==> src/rtl/budget_arbiter_if.sv <==
// budget_arbiter_if
//   Grant bus between a budget-limited round-robin arbiter and its consumer.
//   master : arbiter side  (drives valid/selection/best_effort/exhausted/period_start)
//   slave  : consumer side (drives budgets/period/empty/ready)
//   budgets      : per-queue transactions allowed per period
//   period       : replenishment period in cycles
//   empty        : bit i high = queue i has nothing pending
//   ready        : consumer accepts the current grant
//   valid        : grant present on selection
//   selection    : granted queue index
//   best_effort  : current grant is over budget
//   exhausted    : bit i high when queue i has used its budget
//   period_start : one-cycle pulse after counts were replenished
interface budget_arbiter_if #(
  parameter int NUMBER_OF_QUEUES = 4,
  parameter int REGISTER_SIZE    = 8
);
  localparam int SEL_W = $clog2(NUMBER_OF_QUEUES);

  logic [NUMBER_OF_QUEUES-1:0][REGISTER_SIZE-1:0] budgets;
  logic [REGISTER_SIZE-1:0]                       period;
  logic [NUMBER_OF_QUEUES-1:0]                    empty;
  logic                                           ready;
  logic                                           valid;
  logic [SEL_W-1:0]                               selection;
  logic                                           best_effort;
  logic [NUMBER_OF_QUEUES-1:0]                    exhausted;
  logic                                           period_start;

  modport master (
    input  budgets, period, empty, ready,
    output valid, selection, best_effort, exhausted, period_start
  );

  modport slave (
    output budgets, period, empty, ready,
    input  valid, selection, best_effort, exhausted, period_start
  );
endinterface

==> src/rtl/budget_arbiter.sv <==
// budget_arbiter
//   Round-robin arbiter over NUMBER_OF_QUEUES request queues where each queue
//   may be granted at most budgets[i] times per replenishment period. With
//   WORK_CONSERVING set, non-empty queues still get best-effort grants once
//   every non-empty queue is out of budget.
//   Ports:
//     clock : rising-edge clock
//     reset : synchronous, active-low
//     bus   : budget_arbiter_if.master (budgets/period/empty/ready in,
//             valid/selection/best_effort/exhausted/period_start out)

// Per-queue usage counter. count_next is exposed through eligible_next so the
// arbiter can decide on post-handshake, post-replenishment counts.
module budget_arbiter_lane #(
  parameter int REGISTER_SIZE = 8
) (
  input  logic                     clock,
  input  logic                     reset,
  input  logic [REGISTER_SIZE-1:0] budget,
  input  logic                     empty,
  input  logic                     charge,
  input  logic                     replenish,
  output logic                     eligible_next,
  output logic                     exhausted
);
  localparam int W = REGISTER_SIZE;

  logic [W-1:0] count;
  logic [W-1:0] count_next;

  always_comb begin
    count_next = count;
    if (charge && !(&count)) count_next = count + 1'b1;
    // Replenish wins; a grant taken on the same edge is billed to the new period.
    if (replenish) count_next = W'(charge);
  end

  always_ff @(posedge clock) begin
    if (!reset) count <= '0;
    else        count <= count_next;
  end

  assign eligible_next = !empty && (count_next < budget);
  assign exhausted     = (count >= budget);
endmodule

module budget_arbiter #(
  parameter int NUMBER_OF_QUEUES = 4,
  parameter int REGISTER_SIZE    = 8,
  parameter int WORK_CONSERVING  = 0
) (
  input logic              clock,
  input logic              reset,
  budget_arbiter_if.master bus
);
  localparam int N     = NUMBER_OF_QUEUES;
  localparam int W     = REGISTER_SIZE;
  localparam int SEL_W = $clog2(N);

  logic [W-1:0]     pc;
  logic [SEL_W-1:0] ptr;
  logic [SEL_W-1:0] ptr_next;
  logic             valid_q;
  logic [SEL_W-1:0] sel_q;
  logic             be_q;
  logic             ps_q;

  logic             handshake;
  logic             replenish;
  logic [N-1:0]     charge;
  logic [N-1:0]     eligible_next;
  logic [N-1:0]     exhausted;

  logic             found_budget;
  logic             found_any;
  logic [SEL_W-1:0] pick_budget;
  logic [SEL_W-1:0] pick_any;
  logic [SEL_W:0]   idx_w;
  logic [SEL_W-1:0] idx;

  assign handshake = valid_q & bus.ready;

  // Period 0/1 replenishes every edge; pc >= period-1 also catches a period
  // that was lowered below the running count.
  assign replenish = (bus.period < W'(2)) || (pc >= bus.period - W'(1));

  always_comb begin
    charge = '0;
    for (int i = 0; i < N; i++) charge[i] = handshake && (sel_q == SEL_W'(i));
  end

  generate
    for (genvar g = 0; g < N; g++) begin : g_lane
      budget_arbiter_lane #(.REGISTER_SIZE(W)) u_lane (
        .clock         (clock),
        .reset         (reset),
        .budget        (bus.budgets[g]),
        .empty         (bus.empty[g]),
        .charge        (charge[g]),
        .replenish     (replenish),
        .eligible_next (eligible_next[g]),
        .exhausted     (exhausted[g])
      );
    end
  endgenerate

  // Pointer moves past the queue just served; wraps at N-1 for any N.
  always_comb begin
    ptr_next = ptr;
    if (handshake) ptr_next = (sel_q == SEL_W'(N-1)) ? '0 : sel_q + 1'b1;
  end

  // Two rotating priority searches from ptr_next: within budget, and any
  // non-empty queue for the best-effort fallback.
  always_comb begin
    found_budget = 1'b0;
    found_any    = 1'b0;
    pick_budget  = ptr_next;
    pick_any     = ptr_next;
    idx_w        = '0;
    idx          = '0;
    for (int k = 0; k < N; k++) begin
      idx_w = {1'b0, ptr_next} + (SEL_W+1)'(k);
      if (idx_w >= (SEL_W+1)'(N)) idx_w = idx_w - (SEL_W+1)'(N);
      idx = idx_w[SEL_W-1:0];
      if (!found_budget && eligible_next[idx]) begin
        found_budget = 1'b1;
        pick_budget  = idx;
      end
      if (!found_any && !bus.empty[idx]) begin
        found_any = 1'b1;
        pick_any  = idx;
      end
    end
  end

  always_ff @(posedge clock) begin
    if (!reset) begin
      pc      <= '0;
      ptr     <= '0;
      valid_q <= 1'b0;
      sel_q   <= '0;
      be_q    <= 1'b0;
      ps_q    <= 1'b0;
    end else begin
      pc   <= replenish ? '0 : pc + 1'b1;
      ptr  <= ptr_next;
      ps_q <= replenish;
      // A stalled grant holds; a new decision loads when idle or on handshake.
      if (!valid_q || handshake) begin
        if (found_budget) begin
          valid_q <= 1'b1;
          sel_q   <= pick_budget;
          be_q    <= 1'b0;
        end else if ((WORK_CONSERVING != 0) && found_any) begin
          valid_q <= 1'b1;
          sel_q   <= pick_any;
          be_q    <= 1'b1;
        end else begin
          valid_q <= 1'b0;
          be_q    <= 1'b0;
        end
      end
    end
  end

  assign bus.valid        = valid_q;
  assign bus.selection    = sel_q;
  assign bus.best_effort  = be_q;
  assign bus.exhausted    = exhausted;
  assign bus.period_start = ps_q;
endmodule

==> src/flat_wrapper.sv <==
// flat-port wrapper written by rule: the top's interface ports become plain ports
module budget_arbiter_flat 
#(
  parameter int NUMBER_OF_QUEUES = 4,
  parameter int REGISTER_SIZE    = 8,
  parameter int WORK_CONSERVING  = 0
)
  (clock, reset, bus_budgets, bus_period, bus_empty, bus_ready, bus_valid, bus_selection, bus_best_effort, bus_exhausted, bus_period_start);
  budget_arbiter_if #(.NUMBER_OF_QUEUES(NUMBER_OF_QUEUES), .REGISTER_SIZE(REGISTER_SIZE)) bus_i ();
  input logic clock;
  input logic reset;
  input wire logic [$bits(bus_i.budgets)-1:0] bus_budgets;
  input wire logic [$bits(bus_i.period)-1:0] bus_period;
  input wire logic [$bits(bus_i.empty)-1:0] bus_empty;
  input wire logic [$bits(bus_i.ready)-1:0] bus_ready;
  output wire logic [$bits(bus_i.valid)-1:0] bus_valid;
  output wire logic [$bits(bus_i.selection)-1:0] bus_selection;
  output wire logic [$bits(bus_i.best_effort)-1:0] bus_best_effort;
  output wire logic [$bits(bus_i.exhausted)-1:0] bus_exhausted;
  output wire logic [$bits(bus_i.period_start)-1:0] bus_period_start;
  assign bus_i.budgets = bus_budgets;
  assign bus_i.period = bus_period;
  assign bus_i.empty = bus_empty;
  assign bus_i.ready = bus_ready;
  assign bus_valid = bus_i.valid;
  assign bus_selection = bus_i.selection;
  assign bus_best_effort = bus_i.best_effort;
  assign bus_exhausted = bus_i.exhausted;
  assign bus_period_start = bus_i.period_start;
  budget_arbiter #(.NUMBER_OF_QUEUES(NUMBER_OF_QUEUES), .REGISTER_SIZE(REGISTER_SIZE), .WORK_CONSERVING(WORK_CONSERVING)) u_core (.clock(clock), .reset(reset), .bus(bus_i));
endmodule
==> config.mk <==
export PLATFORM = sky130hd
export DESIGN_NAME = budget_arbiter_flat
export DESIGN_NICKNAME = d
export VERILOG_FILES = /design/src/rtl/budget_arbiter_if.sv /design/src/rtl/budget_arbiter.sv /design/src/flat_wrapper.sv
export SDC_FILE = /design/constraint.sdc
export NUM_CORES = 1
export LEC_CHECK = 0
export BUFFER_PORTS_ARGS = -buffer_cell sky130_fd_sc_hd__buf_2
export CORE_MARGIN = 10
export CORE_UTILIZATION = 55
export DETAILED_ROUTE_END_ITERATION = 10
export PLACE_DENSITY = 0.77
export SYNTH_ARGS = -nofsm -noshare
export SYNTH_HDL_FRONTEND = slang
export SYNTH_SLANG_ARGS = --single-unit
==> constraint.sdc <==
create_clock -name clock -period 6.6 [get_ports clock]
set_clock_uncertainty 0.1 [all_clocks]
set_input_delay 1.98 -clock clock [delete_from_list [all_inputs] [get_ports clock]]
set_output_delay 1.98 -clock clock [all_outputs]
set_load 0.01 [all_outputs]
==> results of run 1 <==
[worst max path at each step]
stage / end / cells past startpoint / slack (ns)
2_1_floorplan: u_core.bus.selection[1]$_SDFFE_PN0P_ / 18 / 0.32
3_3_place_gp: u_core.bus.selection[1]$_SDFFE_PN0P_ / 18 / 0.54
3_5_place_dp: u_core.bus.selection[1]$_SDFFE_PN0P_ / 18 / 0.39
4_1_cts: u_core.bus.selection[1]$_SDFFE_PN0P_ / 18 / 0.67
5_1_grt: u_core.bus.selection[1]$_SDFFE_PN0P_ / 18 / 0.27
6_report: u_core.bus.selection[1]$_SDFFE_PN0P_ / 18 / 0.65
[power by group]
part | switching [mW] | internal [mW] | total, mW
registers | 0.00727 | 0.284 | 0.291
clock network | 0.0898 | 0.0713 | 0.161
logic | 0.0639 | 0.0526 | 0.116
total | 0.161 | 0.407 | 0.568
[cells by family (layout without fill, tap and decap cells)]
group / count (synthesis) / count (layout) / share of synthesized area
buffers and inverters: 58 / 107 / 0.05916
muxes: 9 / 9 / 0.02254
adders and majority gates: 78 / 78 / 0.2441
and+or+nand+nor: 168 / 168 / 0.2025
DFF: 46 / 46 / 0.2304
AOI/OAI and AO/OA: 79 / 79 / 0.1527
other: 1 / 1 / 0.0009381
xor gates and xnor gates: 40 / 40 / 0.08764
[placed cells by master (no fill, tap or decap), types with 4 or more instances in the layout]
| cell type | n |
|---|---|
| sky130_fd_sc_hd__and2_1 | 4 |
| sky130_fd_sc_hd__a21o_1 | 30 |
| sky130_fd_sc_hd__nand2_1 | 17 |
| sky130_fd_sc_hd__mux2i_1 | 9 |
| sky130_fd_sc_hd__a211oi_1 | 4 |
| sky130_fd_sc_hd__nand4_1 | 12 |
| sky130_fd_sc_hd__ha_1 | 78 |
| sky130_fd_sc_hd__buf_2 | 54 |
| sky130_fd_sc_hd__nor3_1 | 21 |
| sky130_fd_sc_hd__o21ai_0 | 11 |
| sky130_fd_sc_hd__inv_1 | 44 |
| sky130_fd_sc_hd__dfxtp_1 | 46 |
| sky130_fd_sc_hd__a21oi_1 | 6 |
| sky130_fd_sc_hd__clkbuf_8 | 5 |
| sky130_fd_sc_hd__nand3_1 | 16 |
| sky130_fd_sc_hd__and3_1 | 8 |
| sky130_fd_sc_hd__o21a_1 | 5 |
| sky130_fd_sc_hd__nand2b_1 | 8 |
| sky130_fd_sc_hd__nor2_1 | 71 |
| sky130_fd_sc_hd__xnor2_1 | 21 |
| sky130_fd_sc_hd__xor2_1 | 19 |
[registers in the layout, indices dropped and copies added, names as in the netlist]
signal	cells
u_core.bus.valid	1
u_core.bus.period_start	1
u_core.g_lane.u_lane.count	32
u_core.pc	8
u_core.ptr	2
u_core.bus.selection	2
[cell type report]
class / count / area, um2
multi-input cells: 375 / 2840
fillers: 653 / 2749
flip-flops and latches: 46 / 920.9
repair buffers: 56 / 297.8
inverters: 44 / 165.2
well taps: 99 / 123.9
clock buffers: 5 / 68.82
clock inverters: 2 / 10.01
[layer usage]
layer / GRT usage / vias up / share of wire
met1: 0.1829 / 1543 / 0.45
met3: 0.03228 / 8 / 0.049
met5: 0 / - / 0
met2: 0.2769 / 68 / 0.50
li1: - / 1771 / -
met4: 0.02745 / 0 / 0.0064
[metrics by stage]
| stage | util | total power [mW] | hold slack [ns] | area [um2] | setup WS [ns] |
|---|---|---|---|---|---|
| after floorplan | - | 0.3750 | 0.3371 | 3998 | 0.3171 |
| after detailed placement | 0.6059 | 0.4140 | 0.3796 | 4348 | 0.3920 |
| after global placement | 0.6059 | 0.4084 | 0.3620 | 4348 | 0.5358 |
| after global routing | 0.6169 | 0.6033 | 0.4328 | 4427 | 0.2746 |
| after CTS | 0.6169 | 0.5739 | 0.3989 | 4427 | 0.6695 |
| final | 0.6169 | 0.5684 | 0.3937 | 4427 | 0.6528 |
==> metrics, run 1 <==
result of the run=completed; proportion of register bits with asynchronous set or reset after synthesis=0; startpoint of the tightest hold check path=u_core.pc[0]$_SDFF_PP0_; Worst Setup Path Type=in -> reg; H-tree lvl count=2; power per standard cell area=128.4 nW/um2; TritonCTS clock tree=built; root buffer selected by CTS=sky130_fd_sc_hd__clkbuf_8; required time of the worst setup path=~6.7 ns; kind of capture point of the worst setup path=flop; number of remaining DRC errors=0; Yosys Warn Count=0; Max transition margin=0.4393; startpoint class of the critical path=input pin; count of flip-flops with a built-in enable after synthesis=0; most used flip-flop cell after synthesis=sky130_fd_sc_hd__dfxtp_1; Initial Utilization=0.5571; cell count of the worst reg-to-reg path=15; arrival time at the worst endpoint=between 6 and 7 ns; sequential cell area fraction in the yosys report=0.2304; fraction of the cycle the final worst path needs=0.9011; worst flop-to-flop path endpoint=u_core.bus.selection[1]$_SDFFE_PN0P_; sinks on the clock net=46; leading post-synthesis cells by instance count=78 x sky130_fd_sc_hd__ha_1, 71 x sky130_fd_sc_hd__nor2_1, 46 x sky130_fd_sc_hd__dfxtp_1, 44 x sky130_fd_sc_hd__inv_1, 30 x sky130_fd_sc_hd__a21o_1; startpoint of the worst setup timing path=bus_period[4]; LEAKAGE=approximately 2.4 nW; final number of hold-violating endpoints=0; wire length of the first global-routing pass=~15,000 um; core box area=7176 um2; register-to-register path setup slack=roughly 2.6 ns; Port Buf Inserts=54; Worst Hold Endpoint=u_core.pc[0]$_SDFF_PP0_; total global routing overflow=0; number of different library cells in the post-synthesis netlist=43; ordered list of cells on the worst path=buf_2 -> or4_4 -> nor4_1 -> xnor2_1 -> ha_1 -> and4_1 -> o21ai_0 -> o211ai_4 -> buf_12 -> nor2_1 -> ha_1 -> o21ai_0 -> o21ai_0 -> o21bai_1 -> o31ai_4 -> o41ai_1 -> a21oi_1 -> o31a_1; clock buffers created by TritonCTS=5; max-capacitance violation count=0; total count of max-transition violations in the final report=0; mean number of vias per cell=5.407; mean area per synthesized cell=~8.3 um2; die area=11,080 um2; Clk pin slew, worst setup/hold paths=about 0.080 ns; Antenna Cells=0; row cnt=31; number of antenna violations at the first check in global routing=0; DIE WIDTH=around 110 um; final count of negative-setup-slack endpoints=0; number of nets in the final layout=~650; number of non-filler instances in the completed layout=627; share of the synthesized area in the top cell type=0.2441; setup repair after global routing missed its margin=no; flip-flop and latch count after synthesis=46; number of antenna-violating nets in the routed design=0; first-pass detailed-route iteration total=7; reg-to-reg startpoint=u_core.g_lane[1].u_lane.count[0]$_SDFF_PN0_; via count of the first global-routing pass=approximately 3.5k; drt total wl=8631 um; half-perimeter wire length of the detailed placement result=7115 um; maximum number of pins on one net before global-route repair=52; total instance count after detailed placement=between 600 and 700; global router's overall resource usage=0.1532; maximum fanout along the worst path=between 50 and 60; number of vias in the routed layout=about 3.4k; cell type group with the largest total delay on the critical path=compound AO/OA/AOI/OAI gates; post-CTS setup repair buffer count=0; worst min path class=reg -> reg; number of I/O pins=56; number of cells on the worst hold path=1; worst-skew pair later-pin latency=roughly 0.29 ns; CP bufs+invs=2; worst vdd rail ir drop=about 0.11 mV; DRT iter0 DRCs=146; cell with the largest stage delay on the worst path=sky130_fd_sc_hd__o41ai_1; shortest clock period the worst path allows after layout=between 5 and 6 ns; pin slew with the least headroom to its limit=around 0.84 ns; layout overhead on the synthesized area=10.74%; total negative slack for setup checks=0 ns; fraction of final layout cells sized beyond drive strength 1=0.1364; gate count after technology mapping=479; largest area contributor in the netlist=sky130_fd_sc_hd__ha_1; gpl congestion=about 0.9; CTS-repair resized insts=0; dominant cell by count in the synthesized netlist=sky130_fd_sc_hd__ha_1; average wire per standard cell=about 14 um; worst stage delay on the critical path=roughly 0.57 ns; most used cell along the critical path=sky130_fd_sc_hd__o21ai_0; cts hold-fix bufs=0; Fmax achieved=approximately 0.17 GHz; synthesized cell area=between 3000 and 4000 um2; vertical extent of the die=between 100 and 150 um; syn nets=just over 600; main area contributors after synthesis=sky130_fd_sc_hd__ha_1 24%, sky130_fd_sc_hd__dfxtp_1 23%, sky130_fd_sc_hd__nor2_1 6.7%, sky130_fd_sc_hd__a21o_1 5.6%, sky130_fd_sc_hd__xnor2_1 4.6%; number of buffers on the longest clock path=2
(Power assumes the default switching activity.)
==> inputs of run 2 (changes only) <==
--- a/config.mk
+++ b/config.mk
@@ -9,7 +9,9 @@
 export CORE_MARGIN = 10
 export CORE_UTILIZATION = 55
 export DETAILED_ROUTE_END_ITERATION = 10
-export PLACE_DENSITY = 0.77
+export PLACE_DENSITY = 0.76
+export SKIP_LAST_GASP = 1
 export SYNTH_ARGS = -nofsm -noshare
 export SYNTH_HDL_FRONTEND = slang
+export SYNTH_HIERARCHICAL = 1
 export SYNTH_SLANG_ARGS = --single-unit
==> run 2 against run 1 <==
  * Hold slack gained 0.064 ns
  * Count of clock-buffer cells in the layout grew 2
  * Critical endpoint is now u_core/bus.selection[1]$_SDFFE_PN0P_
  * Clock power grew 9%
  * Synthesized area grew 10%
  * Final area grew 10%
  * Non-clock buffer count grew 5
  * Final cell count grew 13%
  * Largest cell class unchanged
  * Synthesized cell count grew 14%
  * Die area grew 8.1%
  * Fmax shrank 6.1%
  * Wire length grew 18%
  * First-iteration DRC count grew 81%
==> metrics, run 2 <==
sequential group share of total power=0.497 (-0.015); Max transition margin=0.5645 (+0.1252); max reg flops=32 (unchanged); reg-to-reg startpoint=u_core/pc[5]$_SDFF_PP0_; final number of hold-violating endpoints=0 (unchanged); pin slew with the least headroom to its limit=0.6367 ns (-0.2034 ns); required time of the worst setup path=6.69 ns (about the same); registers with the highest flip-flop counts=u_core/g_lane.u_lane/count: 32 flops, u_core/pc: 8 flops; setup repair after global routing missed its margin=yes; total negative slack for setup checks=0 ns (unchanged); count of flip-flops with a built-in enable after synthesis=0 (unchanged); worst stage delay on the critical path=0.54 ns (-0.03 ns); dominant cell by count in the synthesized netlist=sky130_fd_sc_hd__ha_1; die area=11,980 um2 (+8.1%); wire length of the first global-routing pass=17,270 um (+15%); fraction of final layout cells sized beyond drive strength 1=0.1504 (+0.01405); maximum fanout along the worst path=18 (-65%); cell type group with the largest total delay on the critical path=compound AO/OA/AOI/OAI gates; crit path setup slack, layout=0.2637 ns (-0.3891 ns); average wire per standard cell=14.38 um (+4.5%); sinks on the clock net=46 (unchanged); number of remaining DRC errors=0 (unchanged); worst-skew pair later-pin latency=0.29 ns (about the same); fraction of the core area covered by cells at the end of the flow=0.6287 (+0.01179); LEAKAGE=2.499 nW (+3.9%); register with the most flip-flops=u_core/g_lane.u_lane/count; Initial Utilization=0.5667 (+0.009583); mean number of vias per cell=5.791 (+7.1%); power per standard cell area=119.7 nW/um2 (-6.8%); max-capacitance violation count=0 (unchanged); DP Worst Slack=-0.1026 ns (-0.4946 ns); leading post-synthesis cells by instance count=78 x sky130_fd_sc_hd__ha_1, 61 x sky130_fd_sc_hd__nor2_1, 54 x sky130_fd_sc_hd__inv_1, 46 x sky130_fd_sc_hd__dfxtp_1, 39 x sky130_fd_sc_hd__nand2_1; cell with the largest stage delay on the worst path=sky130_fd_sc_hd__or4_4; proportion of register bits with asynchronous set or reset after synthesis=0 (unchanged); CP bufs+invs=4 (+2); row cnt=32 (+3.2%); main area contributors after synthesis=sky130_fd_sc_hd__ha_1 22%, sky130_fd_sc_hd__dfxtp_1 21%, sky130_fd_sc_hd__nor2_1 5.2%, sky130_fd_sc_hd__inv_1 4.6%, sky130_fd_sc_hd__mux2i_1 3.9%; register-to-register path setup slack=2.45 ns (-0.18 ns); worst flop-to-flop path endpoint=u_core/bus.selection[1]$_SDFFE_PN0P_; combined area of the multi-input logic cells=3206 um2 (+13%); DIE WIDTH=109.5 um (+4.0%); TritonCTS clock tree=built; total global routing overflow=0 (unchanged); Yosys Warn Count=6 (+6); Antenna Cells=0 (unchanged); number of nets in the final layout=729 (+12%); number of different library cells in the post-synthesis netlist=56 (+30%); number of I/O pins=56 (unchanged); syn nets=673 (+11%); first-pass detailed-route iteration total=5 (-2); Clk pin slew, worst setup/hold paths=0.08 ns (about the same); total count of max-transition violations in the final report=0 (unchanged); post-route total power=0.5844 mW (+2.8%); kind of capture point of the worst setup path=flop; total internal power=0.4212 mW (+3.4%); switching power total=0.1632 mW (+1.4%); number of vias in the routed layout=4,094 (+21%); fraction of the cycle the final worst path needs=0.9600 (+0.05895); layout overhead on the synthesized area=10.94%; H-tree lvl count=2 (unchanged); startpoint of the worst setup timing path=bus_period[1]; Critical path destination=u_core/bus.selection[1]$_SDFFE_PN0P_; worst vdd rail ir drop=0.07937 mV (-28%); flip-flop and latch count after synthesis=46 (unchanged); Fmax achieved=0.1578 GHz (-6.1%); result of the run=completed; vertical extent of the die=109.5 um (+4.0%); number of antenna violations at the first check in global routing=0 (unchanged); global router's overall resource usage=0.1692 (+0.01601); core box area=7767 um2 (+8.2%); Worst Setup Path Type=in -> reg; most used flip-flop cell after synthesis=sky130_fd_sc_hd__dfxtp_1; number of buffers on the longest clock path=2 (unchanged); maximum number of pins on one net before global-route repair=26 (-50%); ordered list of cells on the worst path=buf_2 -> or4_4 -> nor2_1 -> xnor2_1 -> ha_1 -> a21o_1 -> a21o_1 -> a211oi_1 -> o31a_2 -> inv_1 -> buf_12 -> nor3_1 -> ha_1 -> a21oi_1 -> a21oi_1 -> a2111oi_0 -> o31a_2 -> inv_1 -> nor3_2 -> o21ai_1 -> a221oi_1; DRT iter0 DRCs=264 (+81%); startpoint class of the critical path=input pin; clock power share=0.300 (+0.017); clock buffers created by TritonCTS=5 (unchanged); Port Buf Inserts=54 (unchanged); number of antenna-violating nets in the routed design=0 (unchanged); root buffer selected by CTS=sky130_fd_sc_hd__clkbuf_8; shortest clock period the worst path allows after layout=6.336 ns (+0.3891 ns); Stages on worst setup path=21 (+3); most common cell after layout, fill and taps aside=sky130_fd_sc_hd__ha_1; sequential cell area fraction in the yosys report=0.2092 (-0.02115); drt total wl=10,170 um (+18%); Fin Hold WS=0.4579 ns (+0.06421 ns); most frequent cells in the layout=78 x sky130_fd_sc_hd__ha_1, 61 x sky130_fd_sc_hd__nor2_1, 54 x sky130_fd_sc_hd__buf_2, 54 x sky130_fd_sc_hd__inv_1, 46 x sky130_fd_sc_hd__dfxtp_1; gate count after technology mapping=548 (+14%); synthesized cell area=4402 um2 (+10%); largest area contributor in the netlist=sky130_fd_sc_hd__ha_1; arrival time at the worst endpoint=6.43 ns (+0.40 ns); via count of the first global-routing pass=3,961 (+14%); share of power burned in combinational logic=0.202 (-0.003); share of the synthesized area in the top cell type=0.2217 (-0.02241); final count of negative-setup-slack endpoints=0 (unchanged); cell count of the worst reg-to-reg path=17 (+2); number of inserted filler cells in the final layout=709 (+8.6%); half-perimeter wire length of the detailed placement result=8384 um (+18%); mean area per synthesized cell=8.032 um2 (-3.8%); area used by sequential logic in the layout=920.9 um2 (unchanged); worst min path class=reg -> reg; switching power as a share of total power=0.2793 (-0.003861); gpl congestion=0.8896 (+0.26%)
[run 2: cell count changes in the layout (fill, tap and decap cells not counted), moves of 13 or more]
cell                      change
sky130_fd_sc_hd__o21ai_1     +13
sky130_fd_sc_hd__a21o_1      -22
sky130_fd_sc_hd__nand3_1     +14
sky130_fd_sc_hd__nand2_1     +22
sky130_fd_sc_hd__nor3_1      -15
sky130_fd_sc_hd__xor2_1      -13
[run 2: what timing repair did]
action,4_1_cts,5_1_grt
endpoints found under the setup margin,0,2
buffers inserted,0,1
resized for setup,0,2
hold buffers,0,0
[run 2: worst min path at each step]
| stage | slack (ns) | depth (start not counted) | from | to |
|---|---|---|---|---|
| 2_1_floorplan | 0.38 | 2 | u_core/ptr[1]$_SDFF_PN0_ | u_core/ptr[1]$_SDFF_PN0_ |
| 3_3_place_gp | 0.43 | 2 | u_core/g_lane[3].u_lane/count[0]$_SDFF_PN0_ | u_core/g_lane[3].u_lane/count[0]$_SDFF_PN0_ |
| 3_5_place_dp | 0.44 | 2 | u_core/pc[0]$_SDFF_PP0_ | u_core/pc[0]$_SDFF_PP0_ |
| 4_1_cts | 0.45 | 2 | u_core/g_lane[0].u_lane/count[0]$_SDFF_PN0_ | u_core/g_lane[0].u_lane/count[0]$_SDFF_PN0_ |
| 5_1_grt | 0.49 | 2 | u_core/g_lane[0].u_lane/count[0]$_SDFF_PN0_ | u_core/g_lane[0].u_lane/count[0]$_SDFF_PN0_ |
| 6_report | 0.46 | 2 | u_core/g_lane[0].u_lane/count[0]$_SDFF_PN0_ | u_core/g_lane[0].u_lane/count[0]$_SDFF_PN0_ |
[run 2: power groups by stage]
stage | clock, mW | sequential [mW] | combinational, mW
4_1_cts | 0.183 | 0.290 | 0.117
2_1_floorplan | 0 | 0.296 | 0.0771
3_3_place_gp | 0 | 0.297 | 0.111
6_report | 0.176 | 0.291 | 0.118
5_1_grt | 0.194 | 0.292 | 0.134
3_5_place_dp | 0 | 0.297 | 0.116
[run 2: area by class of cell]
class	instances	area share
clock buffer	7	0.01768
multi-input combinational	436	0.6564
timing repair buffer	61	0.06867
tap	102	0.02613
inverter	54	0.04151
sequential	46	0.1886
clock inverter	1	0.001025
[run 2: cells by family after synthesis]
kind of cell               synth area share
AOI/OAI and AO/OA                    0.1788
adders and majority gates            0.2217
and+or+nand+nor                      0.2476
other                             0.0008519
buffers and inverters               0.06481
DFF                                  0.2092
xor gates and xnor gates            0.02985
muxes                               0.04718
[run 2: layer usage]
| layer | track usage | wire length, um | vias up |
|---|---|---|---|
| met5 | 0 | 0 | - |
| met2 | 0.2802 | 4760 | 100 |
| met4 | 0.03625 | 25 | 0 |
| li1 | - | - | 2102 |
| met1 | 0.2204 | 4761 | 1888 |
| met3 | 0.03686 | 618 | 4 |
[run 2: per-stage QoR]
step | instance area [um2] | std cells
finish | 4883 | 707
floorplan | 4402 | 548
global placement | 4775 | 698
detailed placement | 4775 | 698
CTS | 4866 | 706
global route | 4883 | 707
[run 2: worst reg2reg max path, cell delays in order (launching register included)]
cell and delay, ns:
sky130_fd_sc_hd__dfxtp_1 0.42, sky130_fd_sc_hd__ha_1 0.28, sky130_fd_sc_hd__a21o_1 0.18, sky130_fd_sc_hd__a21o_1 0.17, sky130_fd_sc_hd__a211oi_1 0.22, sky130_fd_sc_hd__o31a_2 0.19, sky130_fd_sc_hd__inv_1 0.12, sky130_fd_sc_hd__buf_12 0.18
sky130_fd_sc_hd__nor3_1 0.27, sky130_fd_sc_hd__ha_1 0.31, sky130_fd_sc_hd__a21oi_1 0.14, sky130_fd_sc_hd__a21oi_1 0.08, sky130_fd_sc_hd__a2111oi_0 0.42, sky130_fd_sc_hd__o31a_2 0.30, sky130_fd_sc_hd__inv_1 0.11, sky130_fd_sc_hd__nor3_2 0.19
sky130_fd_sc_hd__o21ai_1 0.09, sky130_fd_sc_hd__a221oi_1 0.29
